`src/rtl/axis_arb_pkg.sv`:
```
// Shared definitions for the two-port packet round-robin arbiter.
// State encoding and the grant decode used by the arbiter FSM.
package axis_arb_pkg;

    typedef enum logic [1:0] {
        IDLE = 2'd0,
        GNT0 = 2'd1,
        GNT1 = 2'd2
    } arb_state_e;

    localparam logic [1:0] GRANT_NONE = 2'b00;
    localparam logic [1:0] GRANT_P0   = 2'b01;
    localparam logic [1:0] GRANT_P1   = 2'b10;

    function automatic logic [1:0] grant_of(input arb_state_e st);
        logic [1:0] g;
        case (st)
            GNT0:    g = GRANT_P0;
            GNT1:    g = GRANT_P1;
            default: g = GRANT_NONE;
        endcase
        return g;
    endfunction

endpackage

```
`src/rtl/axis_reg_slice.sv`:
```
// Single-entry AXI-Stream output register. A load always wins over a drain,
// so an accept and a drain in the same cycle keep tvalid high with new data.
module axis_reg_slice #(
    parameter int DATA_WIDTH = 32
) (
    input  logic                    clk,
    input  logic                    rst_n,
    input  logic                    load,
    input  logic [DATA_WIDTH-1:0]   in_tdata,
    input  logic [DATA_WIDTH/8-1:0] in_tstrb,
    input  logic                    in_tlast,
    input  logic                    out_tready,
    output logic                    out_tvalid,
    output logic [DATA_WIDTH-1:0]   out_tdata,
    output logic [DATA_WIDTH/8-1:0] out_tstrb,
    output logic                    out_tlast
);

    logic                    valid_q, valid_d;
    logic [DATA_WIDTH-1:0]   data_q, data_d;
    logic [DATA_WIDTH/8-1:0] strb_q, strb_d;
    logic                    last_q, last_d;

    always_comb begin
        valid_d = valid_q;
        data_d  = data_q;
        strb_d  = strb_q;
        last_d  = last_q;
        if (load) begin
            valid_d = 1'b1;
            data_d  = in_tdata;
            strb_d  = in_tstrb;
            last_d  = in_tlast;
        end else if (out_tready) begin
            valid_d = 1'b0;
        end
    end

    always_ff @(posedge clk or negedge rst_n) begin
        if (!rst_n) begin
            valid_q <= 1'b0;
            data_q  <= '0;
            strb_q  <= '0;
            last_q  <= 1'b0;
        end else begin
            valid_q <= valid_d;
            data_q  <= data_d;
            strb_q  <= strb_d;
            last_q  <= last_d;
        end
    end

    assign out_tvalid = valid_q;
    assign out_tdata  = data_q;
    assign out_tstrb  = strb_q;
    assign out_tlast  = last_q;

endmodule

```
`src/rtl/axis_rr_arbiter.sv`:
```
// Two-input packet-granular round-robin arbiter feeding one AXI-Stream sink
// through a register stage, with saturating per-port packet counters.
//
//   state | meaning
//   IDLE  | no owner, both slave treadys low, arbitrating on enable
//   GNT0  | port 0 owns the output until its tlast beat is accepted
//   GNT1  | port 1 owns the output until its tlast beat is accepted
module axis_rr_arbiter
    import axis_arb_pkg::*;
#(
    parameter int DATA_WIDTH = 32,
    parameter int CNT_WIDTH  = 16
) (
    input  logic                    m00_axis_aclk,
    input  logic                    m00_axis_aresetn,
    input  logic                    enable,

    input  logic [DATA_WIDTH-1:0]   s00_axis_tdata,
    input  logic [DATA_WIDTH/8-1:0] s00_axis_tstrb,
    input  logic                    s00_axis_tvalid,
    input  logic                    s00_axis_tlast,
    output logic                    s00_axis_tready,

    input  logic [DATA_WIDTH-1:0]   s01_axis_tdata,
    input  logic [DATA_WIDTH/8-1:0] s01_axis_tstrb,
    input  logic                    s01_axis_tvalid,
    input  logic                    s01_axis_tlast,
    output logic                    s01_axis_tready,

    output logic [DATA_WIDTH-1:0]   m00_axis_tdata,
    output logic [DATA_WIDTH/8-1:0] m00_axis_tstrb,
    output logic                    m00_axis_tvalid,
    output logic                    m00_axis_tlast,
    input  logic                    m00_axis_tready,

    output logic [1:0]              grant,
    output logic [CNT_WIDTH-1:0]    s00_pkt_count,
    output logic [CNT_WIDTH-1:0]    s01_pkt_count
);

    localparam logic [CNT_WIDTH-1:0] CNT_MAX = {CNT_WIDTH{1'b1}};

    arb_state_e             state_q, state_d;
    logic                   last_served_q, last_served_d;
    logic                   in_pkt_q, in_pkt_d;
    logic [CNT_WIDTH-1:0]   cnt0_q, cnt0_d;
    logic [CNT_WIDTH-1:0]   cnt1_q, cnt1_d;

    logic       out_room;
    logic       acc0, acc1, accept;
    logic       owner1;
    logic       own_valid, oth_valid, own_last;
    arb_state_e oth_state;

    // Ready depends only on the owner state and the output stage, never on tvalid.
    assign out_room        = ~m00_axis_tvalid | m00_axis_tready;
    assign s00_axis_tready = (state_q == GNT0) & out_room;
    assign s01_axis_tready = (state_q == GNT1) & out_room;

    assign acc0   = s00_axis_tvalid & s00_axis_tready;
    assign acc1   = s01_axis_tvalid & s01_axis_tready;
    assign accept = acc0 | acc1;

    assign owner1    = (state_q == GNT1);
    assign own_valid = owner1 ? s01_axis_tvalid : s00_axis_tvalid;
    assign oth_valid = owner1 ? s00_axis_tvalid : s01_axis_tvalid;
    assign own_last  = owner1 ? s01_axis_tlast  : s00_axis_tlast;
    assign oth_state = owner1 ? GNT0 : GNT1;

    always_comb begin
        state_d       = state_q;
        last_served_d = last_served_q;
        in_pkt_d      = in_pkt_q;
        cnt0_d        = cnt0_q;
        cnt1_d        = cnt1_q;
        case (state_q)
            IDLE: begin
                in_pkt_d = 1'b0;
                if (enable) begin
                    if (s00_axis_tvalid && s01_axis_tvalid) begin
                        state_d = last_served_q ? GNT0 : GNT1;
                    end else if (s00_axis_tvalid) begin
                        state_d = GNT0;
                    end else if (s01_axis_tvalid) begin
                        state_d = GNT1;
                    end
                end
            end
            GNT0, GNT1: begin
                if (accept) begin
                    if (own_last) begin
                        last_served_d = owner1;
                        in_pkt_d      = 1'b0;
                        if (owner1) begin
                            if (cnt1_q != CNT_MAX) cnt1_d = cnt1_q + CNT_WIDTH'(1);
                        end else begin
                            if (cnt0_q != CNT_MAX) cnt0_d = cnt0_q + CNT_WIDTH'(1);
                        end
                        if (oth_valid && enable) begin
                            state_d = oth_state;
                        end else if (own_valid && enable) begin
                            state_d = state_q;
                        end else begin
                            state_d = IDLE;
                        end
                    end else begin
                        in_pkt_d = 1'b1;
                    end
                end else if (!in_pkt_q && !own_valid) begin
                    // Owner has nothing queued at a packet boundary: hand the grant on.
                    state_d = (oth_valid && enable) ? oth_state : IDLE;
                end
            end
            default: begin
                state_d  = IDLE;
                in_pkt_d = 1'b0;
            end
        endcase
    end

    always_ff @(posedge m00_axis_aclk or negedge m00_axis_aresetn) begin
        if (!m00_axis_aresetn) begin
            state_q       <= IDLE;
            last_served_q <= 1'b1;
            in_pkt_q      <= 1'b0;
            cnt0_q        <= '0;
            cnt1_q        <= '0;
        end else begin
            state_q       <= state_d;
            last_served_q <= last_served_d;
            in_pkt_q      <= in_pkt_d;
            cnt0_q        <= cnt0_d;
            cnt1_q        <= cnt1_d;
        end
    end

    axis_reg_slice #(
        .DATA_WIDTH (DATA_WIDTH)
    ) u_out_slice (
        .clk        (m00_axis_aclk),
        .rst_n      (m00_axis_aresetn),
        .load       (accept),
        .in_tdata   (acc1 ? s01_axis_tdata : s00_axis_tdata),
        .in_tstrb   (acc1 ? s01_axis_tstrb : s00_axis_tstrb),
        .in_tlast   (acc1 ? s01_axis_tlast : s00_axis_tlast),
        .out_tready (m00_axis_tready),
        .out_tvalid (m00_axis_tvalid),
        .out_tdata  (m00_axis_tdata),
        .out_tstrb  (m00_axis_tstrb),
        .out_tlast  (m00_axis_tlast)
    );

    assign grant         = grant_of(state_q);
    assign s00_pkt_count = cnt0_q;
    assign s01_pkt_count = cnt1_q;

endmodule
```
`config.mk`:
```
export PLATFORM = sky130hd
export DESIGN_NAME = axis_rr_arbiter
export DESIGN_NICKNAME = d
export VERILOG_FILES = /design/src/rtl/axis_arb_pkg.sv /design/src/rtl/axis_reg_slice.sv /design/src/rtl/axis_rr_arbiter.sv
export SDC_FILE = /design/constraint.sdc
export NUM_CORES = 1
export LEC_CHECK = 0
export BUFFER_PORTS_ARGS = -buffer_cell sky130_fd_sc_hd__buf_2
export CELL_PAD_IN_SITES_DETAIL_PLACEMENT = 1
export CELL_PAD_IN_SITES_GLOBAL_PLACEMENT = 1
export CORE_ASPECT_RATIO = 1.75
export CORE_UTILIZATION = 33
export CTS_BUF_LIST = sky130_fd_sc_hd__clkbuf_8
export DETAILED_ROUTE_END_ITERATION = 12
export PLACE_DENSITY = 0.89
export SLEW_MARGIN = 20
export SYNTH_ARGS = -nofsm -noshare
export SYNTH_HDL_FRONTEND = slang
export SYNTH_SLANG_ARGS = --single-unit
export TNS_END_PERCENT = 30
```
`constraint.sdc`:
```
create_clock -name m00_axis_aclk -period 2.1 [get_ports m00_axis_aclk]
set_input_delay 0.21 -clock m00_axis_aclk [delete_from_list [all_inputs] [get_ports m00_axis_aclk]]
set_output_delay 0.21 -clock m00_axis_aclk [all_outputs]
set_load 0.1 [all_outputs]
```
Word level (Yosys, flattened, before mapping) --
Cells that the tools add are included. Widths: inputs -> output; s select.
Storage, ports and cells: input bits 80, word-level logic and storage cells 67, flip-flop bits (word level) 74
Cells by class: multiplexer cells 25, equality and inequality tests 10, add/sub/neg operators 2, bitwise logic cells 8, reductions and logical operators 13
Operator list (number):
- $add 16x1->16 const B | 2
- $mux 32 | 1
- $ne 16x16->1 const B | 2
- $mux 2 | 12
- $reduce_and 5->1 | 3
- $mux 1 | 9
- $ne 4x4->1 const B | 2
- $pmux 2 s2 | 2
- $ne 3x3->1 const B | 2
- $and 1x1->1 | 4
- $logic_and 1x1->1 | 4
- $mux 4 | 1
- $ne 2x2->1 const B | 2
- $reduce_and 3->1 | 1
- $eq 2x1->1 const B | 1
- $eq 2x2->1 const B | 1
- $logic_not 1->1 | 2
- $logic_not 2->1 | 1
- $not 1->1 | 2
- $or 1x1->1 | 2
- $reduce_bool 2->1 | 1
- $reduce_or 2->1 | 1

Logic depth before layout (Yosys ltp) --
Gate-level depths: netlist (run 1).
depth after elaboration 8, depth in mapped cells 9

By module --
A second synthesis (run 1) with hierarchy kept.
Second synthesis, totals: cell total of the unflattened synthesis 325, area, all modules 4065.1 um^2
Modules (own cells, without submodules):
- axis_rr_arbiter | cells an instance 244, area each 2576.2 um^2, times used 1
- axis_reg_slice | cells an instance 81, area each 1488.9 um^2, times used 1

Worst setup path after synthesis (run 1) --
Ideal clock, no wire load.
path kind flip-flop to flip-flop, start point reg state_q[1], end point reg state_q[1], cell stages (with the launch flop) 8, data arrival time 2.625 ns, setup slack -0.650 ns, clock period less this slack 2.750 ns, setup time 0.125 ns, data required time 1.975 ns, cell sequence dfrtp_1 inv_1 ha_1 a22oi_1 nor2_1 a211oi_1 a211oi_1 mux2_2
Between the ends: longest elaborated chain between the ends 7, elaborated cells on any way between the ends 29
RTL lines:
- start: declaration | line axis_rr_arbiter.sv:43 | arb_state_e state_q, state_d;
- start signal: assignment | line axis_rr_arbiter.sv:129 | state_q <= state_d;
- $eq 2x2->1 | line axis_rr_arbiter.sv:58, axis_rr_arbiter.sv:64, axis_rr_arbiter.sv:76
- $mux 1 | line axis_rr_arbiter.sv:66 | assign oth_valid = owner1 ? s00_axis_tvalid : s01_axis_tvalid;
- $logic_and 1x1->1 | line axis_rr_arbiter.sv:99, axis_rr_arbiter.sv:111
- $mux 2, on equally long branches | line axis_rr_arbiter.sv:111, axis_rr_arbiter.sv:99
- $mux 2, on equally long branches | line axis_rr_arbiter.sv:109, axis_rr_arbiter.sv:91
- $mux 2 | line axis_rr_arbiter.sv:90 | if (accept) begin
- $pmux 2 s2 | line axis_rr_arbiter.sv:76 | case (state_q)
Parallel ways exist; a longest one is shown, timed or not. The select of a mux whose other input is x is not followed. A chain may end at the register's enable or synchronous reset.

Worst setup path in the final report (run 1) --
start point reg state_q[1], end point reg cnt0_q[6] (netlist: s00_pkt_count[6])
Between the ends: longest elaborated chain between the ends 5, elaborated cells on any way between the ends 11
RTL lines:
- $eq 2x1->1 / $eq 2x2->1 (equally long branches)
- $and 1x1->1, on equally long branches | line axis_rr_arbiter.sv:57, axis_rr_arbiter.sv:58
- $and 1x1->1, on equally long branches | line axis_rr_arbiter.sv:60, axis_rr_arbiter.sv:61
- $or 1x1->1 | line axis_rr_arbiter.sv:62 | assign accept = acc0 | acc1;
- $reduce_and 5->1 (no source line) (*)
- end signal: assignment | line axis_rr_arbiter.sv:132 | cnt0_q <= cnt0_d;
- end: declaration | line axis_rr_arbiter.sv:46 | logic [CNT_WIDTH-1:0] cnt0_q, cnt0_d;
Mark *: on every way between the ends. The rest lies on a longest branch, timed or not.

==> results.md, run 1 <==
| Metric | This run | Unit |
| --- | --- | --- |
| Fillers | 1245 | - |
| Synthesized area divided by synthesized cell count | 10.5 | um^2 |
| Beginning of the critical path | state_q[1]$_DFFE_PN0P_ | - |
| Worst setup path class | register to register | - |
| Detailed Route WL | 10.5 | mm |
| Area contributors post-synth | dfrtp_1 (51%), mux2i_1 (11%), a21oi_1 (5.4%), nor2_1 (5.1%), xnor2_1 (5.1%) | - |
| Drt pass-1 iters | 4 | - |
| Max Freq | 0.478 | GHz |
| Syn Inst Count | 345 | - |
| R2R setup slack | 10 | ps |
| Number of endpoints with negative hold slack in the final report | 0 | - |
| FF-to-FF Start | state_q[1]$_DFFE_PN0P_ | - |
| Per-cell via count in the routed design | 5.07 | - |
| Cell area after technology mapping | 3610 | um^2 |
| Number of global-route vias before repair | 3454 | - |
| Sum of net half-perimeters after detailed placement | 8.08 | mm |
| Number of enable flip-flop cells after synthesis | 0 | - |
| Share of cells above drive strength 1 | 43.7 | % |
| Clock transition at the registers of the reported paths | 70 | ps |
| Diodes inserted | 0 | - |
| Shortest clock period the worst path allows after layout | 2090 | ps |
| Slew Limit Fails | 0 | - |
| Number of antenna violations at the first check in global routing | 0 | - |
| Setup skew after layout | 11.3 | ps |
| Total overflow reported by the global router | 0 | - |
| Count of input and output buffers | 153 | - |
| Buffers from clock root to sink, at most | 2 | - |
| Yosys top cell area share | 50.6 | % |
| Startpoint types | register | - |
| Antenna violation net count after detailed routing | 0 | - |
| TritonCTS clock tree | done | - |
| Yosys cell types | 39 | - |
| Required arrival time at the worst endpoint | 2340 | ps |
| Maximum vdd ir drop | 1.11 | mV |
| Cell with the most instances after synthesis | dfrtp_1 | - |
| Overall die width | 81.1 | um |
| Inserted Clock Buffers | 9 | - |
| Max-cap check violation count | 0 | - |
| Initial drt markers | 52 | - |
| Clock tree root buffer cell | clkbuf_8 | - |
| Slew of the pin with the lowest slew margin | 518 | ps |
| Tightest Hold Check Type | input port to register | - |
| Final setup violation count | 0 | - |
| Number of I/O pins | 154 | - |
| Worst hold path startpoint | s00_axis_tdata[29] | - |
| Synth Net Count | 432 | - |
| Chip height | 140 | um |
| Seq. cell area | 1900 | um^2 |
| Setup repair after global routing missed its margin | yes | - |
| NumNets Final | 595 | - |
| Critical Path Sink Type | register | - |
| H-tree lvl count | 3 | - |
| Largest fanout on the critical path | 6 | - |
| Synth cell count leaders | dfrtp_1 (73), nor2_1 (49), mux2i_1 (40) | - |
| Final cell count without fillers | 643 | - |
| Share of async-settable or async-resettable flops after synthesis | 100 | % |
| Initial Utilization | 33.8 | % |
| GPL Wtd Cong | 0.893 | - |
| Final critical-path share of the clock period | 99.5 | % |
| Routed vias | 3257 | - |
| Sequential share of the synthesized area | 51.3 | % |
| Count of placed standard cells including taps | 622 | - |
| Relative slew margins | 65.7 | % |
| First-pass GRT wire length | 16.2 | mm |
| Outcome | finished, final reports clean | - |
| Library cell occupying the most area in the post-synthesis netlist | dfrtp_1 | - |
| Sink Count | 74 | - |
| Number of DRC violations after detailed routing | 0 | - |
| Flip-flop cell with the highest count after synthesis | dfrtp_1 | - |
| Placeable Area | 10700 | um^2 |
| Area of the multi-input gates | 1750 | um^2 |
| Clk Latency, worst-skew pair | 350 | ps |
| Post-synthesis register bit count | 74 | - |
| # rows | 50 | - |
| Reported leakage power | 2.29 | nW |
| Worst slack on hold paths | 158 | ps |
| Crit path arrival time | 2330 | ps |
| Synth warnings | 0 | - |
| Global-route total usage across every layer | 18.8 | % |
| Die area | 11400 | um^2 |
| PwrDens | 1730 | nW/um^2 |
| Average detailed-routed wire length per instance | 16.3 | um |
| Signed area change from the synthesized netlist to the final layout | 36.3 | % |
| Largest net degree at the start of global routing | 47 | - |
state kept, by name (all words and copies together) (netlist names):
name / count
u_out_slice.out_tvalid: 1
state_q: 2
last_served_q: 1
s00_pkt_count: 16
u_out_slice.out_tstrb: 4
u_out_slice.out_tdata: 32
s01_pkt_count: 16
u_out_slice.out_tlast: 1
in_pkt_q: 1
cells by family after synthesis:
family / share of synthesized area [%]
mux: 12.6
compound gates: 7.69
xor+xnor: 6.79
simple gates: 16.3
flops: 51.3
fa+ha+maj: 2.43
buf+inv: 2.88
power by group:
part	total [mW]	switching (mW)	internal [mW]
logic	5.37	4.30	1.07
clock network	0.964	0.491	0.473
registers	2.17	0.272	1.90
total	8.50	5.06	3.44
cells in the final DEF, fill, tap and decap left out, types with 7 or more instances in the layout:
| cell | n |
|---|---|
| buf_2 | 152 |
| dfrtp_1 | 50 |
| nor2_1 | 48 |
| mux2i_1 | 40 |
| a21oi_1 | 39 |
| xnor2_1 | 21 |
| nand4_1 | 18 |
| nand2_1 | 16 |
| dfrtp_2 | 16 |
| buf_4 | 13 |
| clkbuf_8 | 11 |
| nand3_1 | 9 |
| xor2_1 | 7 |
| inv_1 | 7 |
| dfrtp_4 | 7 |
layer usage:
layer  vias to the layer above  track usage [%]  wire [um]
met5                         -                0          0
li1                       1538                -          -
met3                        24             3.19        498
met1                      1576             17.9       3740
met2                       119             36.0       5940
met4                         0             10.1        328
layout make-up:
| class | instances | share of cell area [%] |
|---|---|---|
| multi-input cells | 250 | 35.6 |
| well taps | 130 | 3.30 |
| repair buffers | 169 | 18.7 |
| clock inverters | 5 | 0.381 |
| flip-flops and latches | 74 | 38.6 |
| clock buffers | 11 | 3.08 |
| inverters | 4 | 0.356 |
worst paths after layout:
path	endpoint	cells past startpoint
min	u_out_slice.out_tdata[29]$_DFFE_PN0N_	3
min reg2reg	s01_pkt_count[14]$_DFFE_PN0P_	1
max in group asynchronous	last_served_q$_DFFE_PN1P_	3
max	s00_pkt_count[6]$_DFFE_PN0P_	7
max reg2reg	s00_pkt_count[6]$_DFFE_PN0P_	7
min in group asynchronous	u_out_slice.out_tdata[1]$_DFFE_PN0N_	2
worst max-delay path, cell delays in order (launching register included):
cell      delay (ps)
dfrtp_2          450
buf_4            160
ha_2             210
nor2b_1          120
nand4b_1         250
buf_4            250
nor3_4           200
mux2_2           350
what timing repair did:
| action | in CTS | in global routing |
|---|---|---|
| pin swaps | 0 | 0 |
| resized for setup | 4 | 12 |
| hold endpoints to repair | 32 | 0 |
| endpoints found under the setup margin | 46 | 44 |
| hold buffers | 1 | 0 |
| setup buffers | 3 | 1 |
metrics by stage:
step	TNS, ps	power [mW]	instance area (um^2)	util, %	setup WS [ps]
after global placement	0	7.33	4640	43.4	22.8
after CTS	0	8.52	4860	45.4	45.5
final	0	8.50	4920	46.0	9.88
after floorplan	-45.0	6.47	3690	-	-18.3
after detailed placement	-1400	7.48	4640	43.4	-142
after global routing	-184	8.93	4920	46.0	-84.6
Note: power is estimated with default switching activity, not from simulation.
==> inputs of run 2 (changes only) <==
==> constraint.sdc (replaced) <==
create_clock -name m00_axis_aclk -period 1.9 [get_ports m00_axis_aclk]
set_input_delay 0.19 -clock m00_axis_aclk [delete_from_list [all_inputs] [get_ports m00_axis_aclk]]
set_output_delay 0.19 -clock m00_axis_aclk [all_outputs]
set_load 0.1 [all_outputs]
==> results.md, run 2 (synthesis results as in run 1) <==
| Metric | This run | Unit |
| --- | --- | --- |
| Outcome | finished, violations left | - |
| Failing checks | negative setup slack | - |
| Most Crowded Layer GR | met2 | - |
| Chip height | 140 | um |
| Global-route total usage across every layer | 19.5 | % |
| Flip-flop count of the largest register after layout | 32 | - |
| Highest-count cells in the layout ignoring fill and taps | buf_2 (150), dfrtp_1 (45), nor2_1 (44), mux2i_1 (39), a21oi_1 (38) | - |
| Number of endpoints with negative hold slack in the final report | 0 | - |
| PwrDens | 1890 | nW/um^2 |
| Required arrival time at the worst endpoint | 2170 | ps |
| Diodes inserted | 0 | - |
| Number of global-route vias before repair | 3410 | - |
| Max Freq | 0.504 | GHz |
| Met3 track demand over resource in global routing | 3.39 | % |
| Signed area change from the synthesized netlist to the final layout | 47.2 | % |
| Detailed Route WL | 11.1 | mm |
| Inserted Clock Buffers | 9 | - |
| Clock transition at the registers of the reported paths | 80 | ps |
| Number of DRC violations after detailed routing | 0 | - |
| Cell type of the slowest stage on the worst timing path | dfrtp_2 | - |
| Placeable Area | 10700 | um^2 |
| Share of cells above drive strength 1 | 50.8 | % |
| # rows | 50 | - |
| Critical Path Sink Type | register | - |
| Fillers | 1211 | - |
| Setup repair after global routing missed its margin | yes | - |
| Overall die width | 81.1 | um |
| Crit path arrival time | 2250 | ps |
| Max-cap check violation count | 0 | - |
| Largest net degree at the start of global routing | 75 | - |
| H-tree lvl count | 3 | - |
| Drt pass-1 iters | 4 | - |
| Tightest Hold Check Type | input port to register | - |
| Most common library cell in the layout ignoring fill and taps | buf_2 | - |
| Relative slew margins | 62.7 | % |
| Longest individual stage delay on the worst path | 460 | ps |
| Startpoint types | register | - |
| TritonCTS clock tree | done | - |
| Die area | 11400 | um^2 |
| CP bufs+invs | 2 | - |
| Reported leakage power | 2.50 | nW |
| Routed vias | 3321 | - |
| Share of the core filled with cells | 49.7 | % |
| Initial Utilization | 33.8 | % |
| Initial drt markers | 78 | - |
| Buffers from clock root to sink, at most | 2 | - |
| Average detailed-routed wire length per instance | 16.9 | um |
| Number of I/O pins | 154 | - |
| Final cell count without fillers | 656 | - |
| Worst setup margin | -83.2 | ps |
| Gate family responsible for the most delay along the worst path | flip-flops | - |
| Routing usage on met1 | 19.7 | % |
| NumNets Final | 608 | - |
| Clock tree root buffer cell | clkbuf_8 | - |
| Slew of the pin with the lowest slew margin | 560 | ps |
| Total Power | 10.1 | mW |
| GPL Wtd Cong | 0.859 | - |
| Antenna violation net count after detailed routing | 0 | - |
| Sum of net half-perimeters after detailed placement | 8.17 | mm |
| GR Util met2 | 37.9 | % |
| List of cells traversed by the critical path | inv_2 -> ha_4 -> a22oi_2 -> nand4b_1 -> buf_6 -> a31o_4 -> nor3_4 -> xor2_1 | - |
| Slew Limit Fails | 0 | - |
| Number of antenna violations at the first check in global routing | 0 | - |
| Worst setup path class | register to register | - |
| Setup skew after layout | 10.5 | ps |
| Shortest clock period the worst path allows after layout | 1980 | ps |
| Clk Latency, worst-skew pair | 350 | ps |
| Count of placed standard cells including taps | 635 | - |
| Total overflow reported by the global router | 0 | - |
| Final setup violation count | 10 | - |
| Sink Count | 74 | - |
| Maximum vdd ir drop | 1.21 | mV |
| First-pass GRT wire length | 16.9 | mm |
| Largest fanout on the critical path | 6 | - |
| Final critical-path share of the clock period | 104 | % |
| Per-cell via count in the routed design | 5.06 | - |
| Count of input and output buffers | 153 | - |
run 2: cell types whose count changed in the layout (fill, tap and decap cells not counted), moves of 4 or more:
cell     previous run  this run
dfrtp_1            50        45
nor2_1             48        44
inv_1               7         2
buf_4              13        24
run 2: per-stage QoR:
step / setup TNS (ps) / setup slack, ps / instance area (um^2) / hold WS, ps
after floorplan: -2500 / -151 / 3720 / -106
after global placement: -73.7 / -34.8 / 4790 / 201
after detailed placement: -2230 / -201 / 4790 / 208
after CTS: 0 / 4.71 / 5130 / 124
after global routing: -1340 / -146 / 5320 / 129
final: -288 / -83.2 / 5320 / 138
run 2: tightest hold or removal path: stages:
cell and delay (ps):
buf_2 80, mux2i_1 50, a21oi_1 130
run 2: path summary, 6_finish.rpt:
check / start / to / slack, ps / cells after the start
worst max-delay path: state_q[1]$_DFFE_PN0P_ / s00_pkt_count[9]$_DFFE_PN0P_ / -80 / 8
worst min-delay path: s00_axis_tdata[25] / u_out_slice.out_tdata[25]$_DFFE_PN0N_ / 140 / 3
worst max register to register: state_q[1]$_DFFE_PN0P_ / s00_pkt_count[9]$_DFFE_PN0P_ / -80 / 8
worst min register to register: s00_pkt_count[14]$_DFFE_PN0P_ / s00_pkt_count[14]$_DFFE_PN0P_ / 510 / 1
max in group asynchronous: m00_axis_aresetn / u_out_slice.out_tdata[10]$_DFFE_PN0N_ / 930 / 3
min in group asynchronous: m00_axis_aresetn / u_out_slice.out_tdata[1]$_DFFE_PN0N_ / 380 / 2
run 2: what timing repair did:
action,in CTS,in global routing
cloned,0,0
pin swaps,0,12
gates resized for setup,17,32
buffers inserted,1,3
hold endpoints to repair,38,0
setup endpoints to repair,31,47
hold buffers,1,0
run 2: layout make-up:
cell class                      instances  area, um^2  area share (%)
Multi-Input combinational cell        250        1930            36.3
Inverter                                4        15.0           0.282
Sequential cell                        74        1910            36.0
Clock inverter                          7         118            2.21
Tap cell                              130         163            3.06
Clock buffer                            9         124            2.33
Timing Repair Buffer                  182        1050            19.8
run 2: metal layers:
layer  vias up  routed length [um]
li1       1563                   -
met5         -                   0
met2       111                6480
met3        21                 510
met1      1626                3830
met4         0                 264
run 2: power by group:
part	leakage [nW]	internal [mW]	switching, mW
Sequential	0.863	2.09	0.303
Clock	0.123	0.872	0.610
Combinational	1.52	1.34	4.83
Total	2.50	4.31	5.74
==> inputs of run 3 (changes only) <==
--- a/config.mk
+++ b/config.mk
@@ -5,6 +5,7 @@
 export SDC_FILE = /design/constraint.sdc
 export NUM_CORES = 1
 export LEC_CHECK = 0
+export ABC_AREA = 1
 export BUFFER_PORTS_ARGS = -buffer_cell sky130_fd_sc_hd__buf_2
 export CELL_PAD_IN_SITES_DETAIL_PLACEMENT = 1
 export CELL_PAD_IN_SITES_GLOBAL_PLACEMENT = 1
@@ -12,7 +13,7 @@
 export CORE_UTILIZATION = 33
 export CTS_BUF_LIST = sky130_fd_sc_hd__clkbuf_8
 export DETAILED_ROUTE_END_ITERATION = 12
-export PLACE_DENSITY = 0.89
+export PLACE_DENSITY = 0.9
 export SLEW_MARGIN = 20
 export SYNTH_ARGS = -nofsm -noshare
 export SYNTH_HDL_FRONTEND = slang
==> results.md, run 3 <==
| Metric | This run | Unit |
| --- | --- | --- |
| Outcome | finished, final reports clean | - |
| Inserted Clock Buffers | 9 | - |
| Sequential share of the synthesized area | 43.8 | % |
| Critical Path Sink Type | register | - |
| Area of the multi-input gates | 2150 | um^2 |
| Synth Net Count | 633 | - |
| Number of DRC violations after detailed routing | 0 | - |
| Synth warnings | 0 | - |
| R2R setup slack | 90 | ps |
| Average detailed-routed wire length per instance | 15.2 | um |
| Signed area change from the synthesized netlist to the final layout | 31.7 | % |
| Setup skew after layout | 16.1 | ps |
| Clk Latency, worst-skew pair | 360 | ps |
| Highest-count cells in the layout ignoring fill and taps | nand2_1 (165), buf_2 (150), nor2_1 (64), nand3_1 (56), dfrtp_1 (47) | - |
| Worst reg2reg endpoint | s00_pkt_count[15]$_DFFE_PN0P_ | - |
| FF-to-FF path depth | 8 | - |
| Drt pass-1 iters | 4 | - |
| Antenna violation net count after detailed routing | 0 | - |
| TritonCTS clock tree | done | - |
| # rows | 54 | - |
| GPL Wtd Cong | 0.819 | - |
| Tightest Hold Check Type | input port to register | - |
| Yosys cell types | 34 | - |
| First-pass GRT wire length | 20.8 | mm |
| Flip-flop count of the largest register after layout | 32 | - |
| H-tree lvl count | 3 | - |
| Startpoint types | register | - |
| Worst slack on hold paths | 73.6 | ps |
| Max Freq | 0.553 | GHz |
| Post-synthesis register bit count | 74 | - |
| Yosys top cell area share | 43.2 | % |
| Share of cells above drive strength 1 | 34.6 | % |
| Global-route total usage across every layer | 20.1 | % |
| List of cells traversed by the critical path | inv_1 -> ha_4 -> nand3_2 -> nand2_4 -> nand4_4 -> buf_4 -> o21ai_0 -> nand2_1 | - |
| Total overflow reported by the global router | 0 | - |
| Count of input and output buffers | 153 | - |
| Die area | 13300 | um^2 |
| CP bufs+invs | 2 | - |
| Synthesized area divided by synthesized cell count | 7.74 | um^2 |
| Area contributors post-synth | dfrtp_1 (43%), nand2_1 (15%), nand3_1 (6.6%), nor2_1 (5.7%), a31oi_1 (5.5%) | - |
| Worst setup path class | register to register | - |
| Worst hold path startpoint | s00_axis_tdata[18] | - |
| Number of enable flip-flop cells after synthesis | 0 | - |
| Chip height | 152 | um |
| Cell area after technology mapping | 4230 | um^2 |
| Reported leakage power | 2.76 | nW |
| Diodes inserted | 0 | - |
| Library cell occupying the most area in the post-synthesis netlist | dfrtp_1 | - |
| Number of endpoints with negative hold slack in the final report | 0 | - |
| Number of I/O pins | 154 | - |
| Total Power | 11.4 | mW |
| Number of antenna violations at the first check in global routing | 0 | - |
| Placeable Area | 12500 | um^2 |
| Number of global-route vias before repair | 4496 | - |
| Slew Limit Fails | 0 | - |
| Final critical-path share of the clock period | 95.3 | % |
| Shortest clock period the worst path allows after layout | 1810 | ps |
| Cell with the most instances after synthesis | nand2_1 | - |
| Share of async-settable or async-resettable flops after synthesis | 100 | % |
| Largest net degree at the start of global routing | 53 | - |
| Slew of the pin with the lowest slew margin | 515 | ps |
| Clock tree root buffer cell | clkbuf_8 | - |
| Cell type of the slowest stage on the worst timing path | dfrtp_2 | - |
| Endpoint of the worst hold-timing path | u_out_slice.out_tdata[18]$_DFFE_PN0N_ | - |
| Worst setup margin | 90.1 | ps |
| FF-to-FF Start | state_q[1]$_DFFE_PN0P_ | - |
| Required arrival time at the worst endpoint | 2140 | ps |
| Syn Inst Count | 546 | - |
| Buffers from clock root to sink, at most | 2 | - |
| Overall die width | 87.6 | um |
| Longest individual stage delay on the worst path | 450 | ps |
| Initial Utilization | 33.8 | % |
| Per-cell via count in the routed design | 4.97 | - |
| Sink Count | 74 | - |
| Clock transition at the registers of the reported paths | 90 | ps |
| Maximum vdd ir drop | 1.35 | mV |
| Relative slew margins | 65.9 | % |
| Fillers | 1586 | - |
| Max-cap check violation count | 0 | - |
| Flip-flop cell with the highest count after synthesis | dfrtp_1 | - |
| Hold Path Cell Cnt | 3 | - |
| NumNets Final | 787 | - |
| Most common library cell in the layout ignoring fill and taps | nand2_1 | - |
| Seq. cell area | 1900 | um^2 |
| Crit path arrival time | 2050 | ps |
| Routed vias | 4342 | - |
| Final setup violation count | 0 | - |
| Sum of net half-perimeters after detailed placement | 10.1 | mm |
| Gate family responsible for the most delay along the worst path | simple AND/OR/NAND/NOR gates | - |
| Pre-CTS setup slack | -24.9 | ps |
| Detailed Route WL | 13.3 | mm |
| Largest fanout on the critical path | 7 | - |
| Synth cell count leaders | nand2_1 (165), dfrtp_1 (73), nor2_1 (64) | - |
| Initial drt markers | 103 | - |
| PwrDens | 2040 | nW/um^2 |
==> run 3: cells by family (layout without fill, tap and decap cells) <==
group	count (synthesis)	count (layout)	share of synthesized area (%)
buffers and inverters	65	223	6.90
adder cells (fa/ha/maj)	7	7	2.07
AO/OA/AOI/OAI	63	63	9.62
AND/OR/NAND/NOR	314	315	32.8
flip-flops	74	74	43.8
XOR/XNOR	23	23	4.76
==> run 3: layout make-up <==
cell class / instances / share of cell area [%]
Inverter: 40 / 2.70
Clock inverter: 7 / 1.69
Tap cell: 168 / 3.78
Multi-Input combinational cell: 408 / 38.7
Sequential cell: 74 / 34.1
Timing Repair Buffer: 167 / 16.9
Clock buffer: 9 / 2.23
==> run 3: routing by layer <==
metal  vias to the layer above  GRT usage (%)  part of all wire [%]  wire (um)
met5                         -              0                     0          0
met1                      2122           22.2                    39       5210
li1                       2084              -                     -          -
met2                       112           36.8                    55       7270
met4                         0           9.26                   2.6        340
met3                        24           3.25                   3.3        437
==> run 3: worst register-to-register path, cell delays in order, from the launching register on <==
cell and delay (ps):
dfrtp_2 450, inv_1 130, ha_4 160, nand3_2 170
nand2_4 160, nand4_4 160, buf_4 210, o21ai_0 170
nand2_1 80
==> run 3: metrics by stage <==
stage / utilization [%] / std cells / TNS, ps / area [um^2]
2_1_floorplan: - / 546 / 0 / 4310
3_3_place_gp: 42.2 / 854 / 0 / 5280
3_5_place_dp: 42.2 / 854 / -134 / 5280
4_1_cts: 44.1 / 871 / 0 / 5510
5_1_grt: 44.5 / 873 / -7.78 / 5570
6_report: 44.5 / 873 / 0 / 5570
==> run 3: how the worst max path moves through the flow <==
| stage | depth (start not counted) | startpoint | slack (ps) | to |
|---|---|---|---|---|
| 2_1_floorplan | 9 | s00_pkt_count[0]$_DFFE_PN0P_ | 30 | s00_pkt_count[7]$_DFFE_PN0P_ |
| 3_5_place_dp | 9 | state_q[0]$_DFFE_PN0P_ | -20 | u_out_slice.out_tdata[17]$_DFFE_PN0N_ |
| 4_1_cts | 10 | state_q[0]$_DFFE_PN0P_ | 20 | s00_pkt_count[2]$_DFFE_PN0P_ |
| 5_1_grt | 11 | s01_pkt_count[0]$_DFFE_PN0P_ | -8 | s01_pkt_count[0]$_DFFE_PN0P_ |
| 6_report | 8 | state_q[1]$_DFFE_PN0P_ | 90 | s00_pkt_count[15]$_DFFE_PN0P_ |
| 3_3_place_gp | 9 | state_q[0]$_DFFE_PN0P_ | 120 | u_out_slice.out_tstrb[2]$_DFFE_PN0N_ |
==> run 3: power breakdown <==
part	internal [mW]	total (mW)	switching, mW
registers	2.22	2.69	0.469
clock network	0.740	1.38	0.642
logic	1.33	7.30	5.98
total	4.28	11.4	7.09
==> run 3: repair_timing <==
item                       4_1_cts  5_1_grt
resized for setup                3        8
buffers inserted                 0        1
setup endpoints to repair       12       51
cloned                           0        1
hold endpoints to repair        33        0
pin swaps                        0        3
hold buffers                     1        0
